==> config.mk <==
export PLATFORM = sky130hd
export DESIGN_NAME = param_arith_seq
export DESIGN_NICKNAME = d
export VERILOG_FILES = /design/src/rtl/arith_pkg.sv /design/src/rtl/seq_mul_core.sv /design/src/rtl/param_arith_seq.sv
export SDC_FILE = /design/constraint.sdc
export NUM_CORES = 1
export LEC_CHECK = 0
export CORE_ASPECT_RATIO = 0.8
export CORE_MARGIN = 10
export CORE_UTILIZATION = 60
export CTS_CLUSTER_DIAMETER = 50
export DETAILED_ROUTE_END_ITERATION = 10
export PLACE_DENSITY = 0.88
export RECOVER_POWER = 50
export SYNTH_ARGS = -nofsm -noshare
export SYNTH_HDL_FRONTEND = slang
export SYNTH_SLANG_ARGS = --single-unit
==> constraint.sdc <==
create_clock -name clk -period 5.7 [get_ports clk]
set_input_delay 1.14 -clock clk [delete_from_list [all_inputs] [get_ports clk]]
set_output_delay 1.14 -clock clk [all_outputs]
set_load 0.1 [all_outputs]
==> src/rtl/arith_pkg.sv <==
// Shared opcodes and controller state encoding for param_arith_seq.
package arith_pkg;

   localparam logic [1:0] OP_ADD = 2'b00;
   localparam logic [1:0] OP_SUB = 2'b01;
   localparam logic [1:0] OP_MUL = 2'b10;
   localparam logic [1:0] OP_ACC = 2'b11;

   typedef enum logic [1:0] {
      IDLE = 2'd0,
      EXEC = 2'd1,
      MUL  = 2'd2
   } state_t;

endpackage

==> src/rtl/seq_mul_core.sv <==
// W-cycle shift-add multiplier, LSB of the multiplier first, down-counter terminal count.
module seq_mul_core #(
   parameter int W = 3
) (
   input  logic           clk,
   input  logic           reset,
   input  logic           load,
   input  logic [W-1:0]   A,
   input  logic [W-1:0]   B,
   output logic [2*W-1:0] product,
   output logic           mul_done
);

   localparam int CW = $clog2(W + 1);

   logic [2*W-1:0] mcand;
   logic [W-1:0]   mplier;
   logic [2*W-1:0] partial;
   logic [CW-1:0]  cnt;

   // product includes the bit being consumed this cycle, so it is final on the terminal-count edge
   assign product  = partial + (mplier[0] ? mcand : '0);
   assign mul_done = (cnt == CW'(1));

   always_ff @(posedge clk) begin
      if (!reset) begin
         mcand   <= '0;
         mplier  <= '0;
         partial <= '0;
         cnt     <= '0;
      end else if (load) begin
         mcand   <= {{W{1'b0}}, A};
         mplier  <= B;
         partial <= '0;
         cnt     <= CW'(W);
      end else if (cnt != '0) begin
         partial <= product;
         mcand   <= mcand << 1;
         mplier  <= mplier >> 1;
         cnt     <= cnt - CW'(1);
      end
   end

endmodule

==> src/rtl/param_arith_seq.sv <==
// Handshaked add/sub/multiply/accumulate block with 2W-bit registered result.
// Define ARITH_SAT_EN for a saturating accumulator and the sticky ovf port.
//
// state | meaning
// IDLE  | waiting for start, busy=0
// EXEC  | single-cycle ADD/SUB/ACC completes on next edge
// MUL   | shift-add multiply in progress in seq_mul_core
module param_arith_seq
   import arith_pkg::*;
#(
   parameter int W = 3
) (
   input  logic           clk,
   input  logic           reset,
   input  logic [W-1:0]   A,
   input  logic [W-1:0]   B,
   input  logic [1:0]     op,
   input  logic           start,
   output logic           busy,
   output logic           done,
   output logic [2*W-1:0] Y,
   output logic           neg
`ifdef ARITH_SAT_EN
   ,
   output logic           ovf
`endif
);

   state_t         state, state_nxt;
   logic           take, finish, mul_load, mul_done;
   logic [W-1:0]   a_r, b_r;
   logic [1:0]     op_r;
   logic [2*W-1:0] acc_r, acc_n, res, product, a_ext, b_ext;
   logic           neg_n;

   assign a_ext    = {{W{1'b0}}, a_r};
   assign b_ext    = {{W{1'b0}}, b_r};
   assign busy     = (state != IDLE);
   assign mul_load = take && (op == OP_MUL);

`ifdef ARITH_SAT_EN
   logic [2*W:0] acc_sum;
   logic         sat_hit;
   assign acc_sum = {1'b0, acc_r} + {{(W + 1){1'b0}}, a_r};
`else
   logic [2*W-1:0] acc_sum;
   assign acc_sum = acc_r + a_ext;
`endif

   seq_mul_core #(.W(W)) u_mul (
      .clk      (clk),
      .reset    (reset),
      .load     (mul_load),
      .A        (A),
      .B        (B),
      .product  (product),
      .mul_done (mul_done)
   );

   always_ff @(posedge clk) begin
      if (!reset) state <= IDLE;
      else        state <= state_nxt;
   end

   always_comb begin
      state_nxt = state;
      take      = 1'b0;
      finish    = 1'b0;
      case (state)
         IDLE: if (start) begin
            take      = 1'b1;
            state_nxt = (op == OP_MUL) ? MUL : EXEC;
         end
         EXEC: begin
            finish    = 1'b1;
            state_nxt = IDLE;
         end
         MUL: if (mul_done) begin
            finish    = 1'b1;
            state_nxt = IDLE;
         end
         default: state_nxt = IDLE;
      endcase
   end

   always_comb begin
      res   = '0;
      neg_n = 1'b0;
      acc_n = acc_r;
`ifdef ARITH_SAT_EN
      sat_hit = 1'b0;
`endif
      case (op_r)
         OP_ADD: res = a_ext + b_ext;
         OP_SUB: begin
            res   = a_ext - b_ext;
            neg_n = (a_r < b_r);
         end
         OP_MUL: res = product;
         default: begin
            if (b_r[0]) begin
               acc_n = a_ext;
            end else begin
`ifdef ARITH_SAT_EN
               sat_hit = acc_sum[2*W];
               acc_n   = acc_sum[2*W] ? '1 : acc_sum[2*W-1:0];
`else
               acc_n = acc_sum;
`endif
            end
            res = acc_n;
         end
      endcase
   end

   always_ff @(posedge clk) begin
      if (!reset) begin
         done  <= 1'b0;
         Y     <= '0;
         neg   <= 1'b0;
         acc_r <= '0;
         a_r   <= '0;
         b_r   <= '0;
         op_r  <= OP_ADD;
`ifdef ARITH_SAT_EN
         ovf   <= 1'b0;
`endif
      end else begin
         done <= finish;
         if (take) begin
            a_r  <= A;
            b_r  <= B;
            op_r <= op;
         end
         if (finish) begin
            Y   <= res;
            neg <= neg_n;
            if (op_r == OP_ACC) begin
               acc_r <= acc_n;
`ifdef ARITH_SAT_EN
               if (b_r[0])       ovf <= 1'b0;
               else if (sat_hit) ovf <= 1'b1;
`endif
            end
         end
      end
   end

endmodule

======== After elaboration in Yosys (flattened, before gate mapping) ========
Cells that the tools add are included.
cells by class
  muxes and demuxes ....................... 18
  add/sub/neg operators ................... 5
  order comparisons ....................... 1
  equal/unequal tests ..................... 9
  bitwise gates (word level) .............. 2
  reductions and logical operators ........ 10
operators by type and width
  cell                 count
  $pmux 6 s3           1
  $mux 3               4
  $mux 6               2
  $mux 2               5
  $eq 2x2->1 const B   4
  $add 6x3->6          1
  $add 6x6->6          1
  $eq 2x1->1 const B   3
  $reduce_bool 2->1    3
  $add 3x3->4          1
  $logic_not 2->1      2
  $mux 1               4
  $ne 2x2->1 const B   2
  $pmux 2 s2           1
  $sub 3x3->4          1
  $lt 3x3->1           1
  $reduce_and 3->1     1
  $reduce_or 3->1      1
  $not 1->1            2
  $pmux 1 s2           1
  $reduce_and 2->1     1
  $reduce_or 2->1      1
  $sub 2x1->2 const B  1
  $logic_and 1x1->1    1
storage, ports and cells
  logic and storage cells ................. 58
  output and inout port bits .............. 9
  input bits .............................. 11
  flip-flop bits (word level) ............. 41

======== Depth between registers and ports, before layout ========
  depth in word-level cells ............... 4
  mapped depth ............................ 8
  gate-level depth less buffers ........... 8

======== Cells and area by module ========
Synthesis repeated with hierarchy kept, for this count alone.
unflattened totals
  cells, all modules ...................... 274
  area total of the unflattened synthesis .. 2426.1 sq um
modules (own cells, without submodules)
  module           sequential area each (sq um)  instances  area an instance (sq um)  cells each
  param_arith_seq  480.5                         1          1497.7                    171
  seq_mul_core     340.3                         1          928.4                     103

======== Worst setup path after synthesis ========
No wires, ideal clock.
  path kind ............................... register -> output
  start point ............................. reg state[0]
  end point ............................... out busy
  stages on the path, launching flop included .. 4
  path buffers ............................ 0
  data required time ...................... 4.560 ns
  data arrival time ....................... 1.198 ns
  slack ................................... 3.362 ns
  path through ............................ dfxtp_1 > inv_1 > ha_1 > inv_1
between the ends
  cells in the longest elaborated chain, start to end .. 1
RTL lines
  item                    line                   source
  from (decl)             param_arith_seq.sv:29  state_t state, state_nxt;
  from (signal assigned)  param_arith_seq.sv:62  else state <= state_nxt;
  $reduce_bool 2->1       param_arith_seq.sv:38  assign busy = (state != IDLE);
  to (decl)               param_arith_seq.sv:19  output logic busy,
No other way between the ends.

======== Worst setup path after layout ========
Same ends and word-level chain as after synthesis.

==> results.txt <==
* Cell taking the most area after synthesis: dfxtp_1
- Number of maximum-capacitance constraint violations: 0
- Reg2reg setup slack: about 3.4 ns
- Leakage power: 1.09 nW
* Die area: 0.00677 mm²
- Cell family with the largest share of critical-path delay: buffers and inverters
- The total area inside the core boundary comes to between 0.003 and 0.004 mm².
* Mean Syn Cell Area: ~8.6 µm²
* Antenna violations before repair: 0
* Count of buffer and inverter cells on the critical path: 3
* Total of endpoints with negative setup slack in the final report: 0
- Filler instances: 316
* Residual antenna-violating net count after detailed routing: 0
- Clock tree skew after final layout: 0.00822 ns
* Hold bufs inserted after CTS: 0
* CTS tree: done
- Placed Instance Area: 0.00250 mm²
- Summed over all layers, the global routing overflow is 0.
- RSZ-0062 raised after global routing: false
* Vias in the first global route: around 1.7k
* Ranking of synthesized cells by instance count: dfxtp_1, nand2_1, nor2_1, a21oi_1
* Number of diodes: 0
- Number of storage elements in the synthesis netlist: 41
- Number of distinct library cells after synthesis: 39
- Actual transition at the worst max-transition pin: 0.984 ns
- Before antenna repair, the detailed router went through 4 iterations.
* Cell Area, Synth: 0.00232 mm²
- Signed area change from the synthesized netlist to the final layout: 11.5%
- Cell chain of the critical path: inv_1, ha_1, inv_1, clkdlybuf4s50_1
- EDFF count, synth: 0
* CP Data Required Time: 4.56 ns
- Initial DRC Count: ~180
* Most used cell, CP: inv_1
- Crit path kind: reg -> out
- Total number of vias: 1,882
* Via density per instance: 5.69
- In the finished design, the share of the clock period the worst path needs comes to about three fifths.
- 20 I/O pins were placed.
- The congestion estimate from routability-driven global placement came to slightly below 0.9.
- Initial core utilization: 61.8%
- Crit-path max cell delay: 1.14 ns
* Fraction of final layout cells with drive strength greater than 1: 3.83%
- Pin count of the biggest net entering global routing: 28
* Tightest slew margin relative to the limit: 34.2%
- The min-delay analysis places its worst path in the category reg -> reg.
- WL/cell: roughly 15 µm
* Warning count from the yosys run: 0
* Post-route standard cell area excluding fillers: 0.00259 mm²
* Clock-pin transition on the worst setup and hold timing paths: ~0.09 ns
- Clock root buffer: clkbuf_8
- Row count: 20
- Wire length of the first global-routing pass: between 7 and 8 mm
* Share of synthesized area occupied by flip-flops and latches: between 30% and 40%
* Kind of capture point of the worst setup path: output pin
- Total wirelength of the detailed-routed design: approximately 4.9 mm
* Hold violation total from the final report: 0
- Total power: 0.704 mW
- Post-synth top flop: dfxtp_1
* X dimension of the die: 89.5 µm
* Total nets after synthesis: 306
* Clk Latency, worst-skew pair: 0.30 ns
- At the end of the flow the core is filled with cells to 68.9%.
- In this run the vertical extent of the chip is between 70 and 80 µm.
- For this run, the top clock speed supported by timing is approximately 300 MHz.
- CP Data Arrival Time: 2.19 ns
- Cells after Synth: approximately 270
* Cells taking the most area after synthesis: dfxtp_1, ha_1, mux2i_1
* Highest net fanout along the worst path: 3
* Run status: finished clean
- Detailed placement ended at an HPWL of 3.75 mm.
- In the global route stage, overall resource usage came out at 15.1%.
- Critical path launch point type: flop
* Dominant cell by count in the synthesized netlist: dfxtp_1
- Synth top area share: 35.4%
* Clock Path Buffers: 2
- After synthesis, the share of flip-flops with an asynchronous set or reset is 0%.
- Buffers inserted during clock tree synthesis total 5.
- The final number of max-transition violations came to 0.
* Post-CTS Setup Bufs: 0
- Post-CTS repair changed the size of 0 cells.
* Number of clock sinks: 41
* Final TNS setup: 0 ns
- In this run the tool buffered the top-level ports with 19 buffer cells.
- Cell area power density: 272 mW/mm²
* Largest voltage drop on the vdd net: 196 µV
- In the routed design, unresolved DRC markers number 0.
- The clock tree synthesis step divided the H-tree into 2 levels.
- For the finished layout, the period the worst path requires is 3.33 ns.
* Crit-path slowest cell: clkdlybuf4s50_1
- Nets@finish: 321
-- metal layers --
layer	up-vias	wire length, µm	global-route usage [%]
li1	954	-	-
met1	873	2420	20.1
met2	46	2160	23.5
met3	9	281	4.27
met4	0	61	3.70
met5	-	0	0
-- worst min-delay path, stage by stage, from the launching register on --
cell and delay [ns]:
dfxtp_1 0.32, nand3_1 0.07, a21oi_1 0.06
-- metrics by stage --
| step | setup slack (ns) | hold slack [ns] | instances |
|---|---|---|---|
| 6_report | 2.37 | 0.493 | 331 |
| 5_1_grt | 2.26 | 0.518 | 331 |
| 4_1_cts | 2.37 | 0.492 | 331 |
| 3_5_place_dp | 2.66 | 0.476 | 323 |
| 3_3_place_gp | 2.75 | 0.445 | 323 |
| 2_1_floorplan | 3.36 | 0.453 | 271 |
-- power breakdown --
group	internal [mW]	switching, mW
clock	0.0869	0.107
combinational	0.0736	0.110
sequential	0.306	0.0195
total	0.467	0.237
-- cell usage in the layout (no fill, tap or decap), types with 2 or more instances in the layout --
master           Yosys  final
nor2_1              28     28
o21ai_0             11     11
and2_0               1      2
fa_1                 5      5
and2_1               6      5
nor2b_1              2      2
xor2_1               4      4
dlygate4sd3_1        0      2
a21oi_1             24     24
o21a_1               3      3
a211oi_1             8      8
mux2i_1             15     15
clkbuf_8             0      5
nand3_1              4      4
inv_1               19     19
nand2b_1             2      2
a21o_1               5      5
ha_1                19     19
nand2_1             36     36
a22oi_1              3      3
a31oi_1              3      3
xnor2_1              6      6
o211ai_1             2      2
clkdlybuf4s50_1      0     17
dfxtp_1             41     41
-- layout make-up --
| class | count | area, µm² | share of cell area (%) |
|---|---|---|---|
| multi-input cells | 199 | 1360 | 52.4 |
| flip-flops and latches | 41 | 821 | 31.7 |
| repair buffers | 19 | 190 | 7.35 |
| inverters | 20 | 75.1 | 2.90 |
| clock buffers | 5 | 68.8 | 2.66 |
| well taps | 44 | 55.1 | 2.13 |
| clock inverters | 3 | 21.3 | 0.822 |
-- logic make-up after synthesis --
| group | after synthesis | synth area share [%] |
|---|---|---|
| multiplexers | 15 | 6.47 |
| flip-flops | 41 | 35.4 |
| AND/OR/NAND/NOR | 83 | 15.3 |
| XOR/XNOR | 10 | 3.78 |
| buffers and inverters | 31 | 5.88 |
| AO/OA/AOI/OAI | 67 | 18.6 |
| adder cells (fa/ha/maj) | 24 | 14.6 |
-- final timing paths --
kind                                start                            to  depth (start not counted)
min          u_mul.mplier[2]$_SDFFE_PN0P_  u_mul.mplier[2]$_SDFFE_PN0P_                          2
max                 state[0]$_SDFFE_PN0P_                          busy                          4
min reg2reg  u_mul.mplier[2]$_SDFFE_PN0P_  u_mul.mplier[2]$_SDFFE_PN0P_                          2
max reg2reg           b_r[0]$_SDFFE_PN0P_             Y[3]$_SDFFE_PN0P_                          6
-- flip-flops by register name (all words and copies together) (netlist names) --
register	count
Y	6
a_r	3
acc_r	6
b_r	3
done	1
neg	1
op_r	2
state	2
u_mul.cnt	2
u_mul.mcand	6
u_mul.mplier	3
u_mul.partial	6
Power figures use the tool's default switching activity.
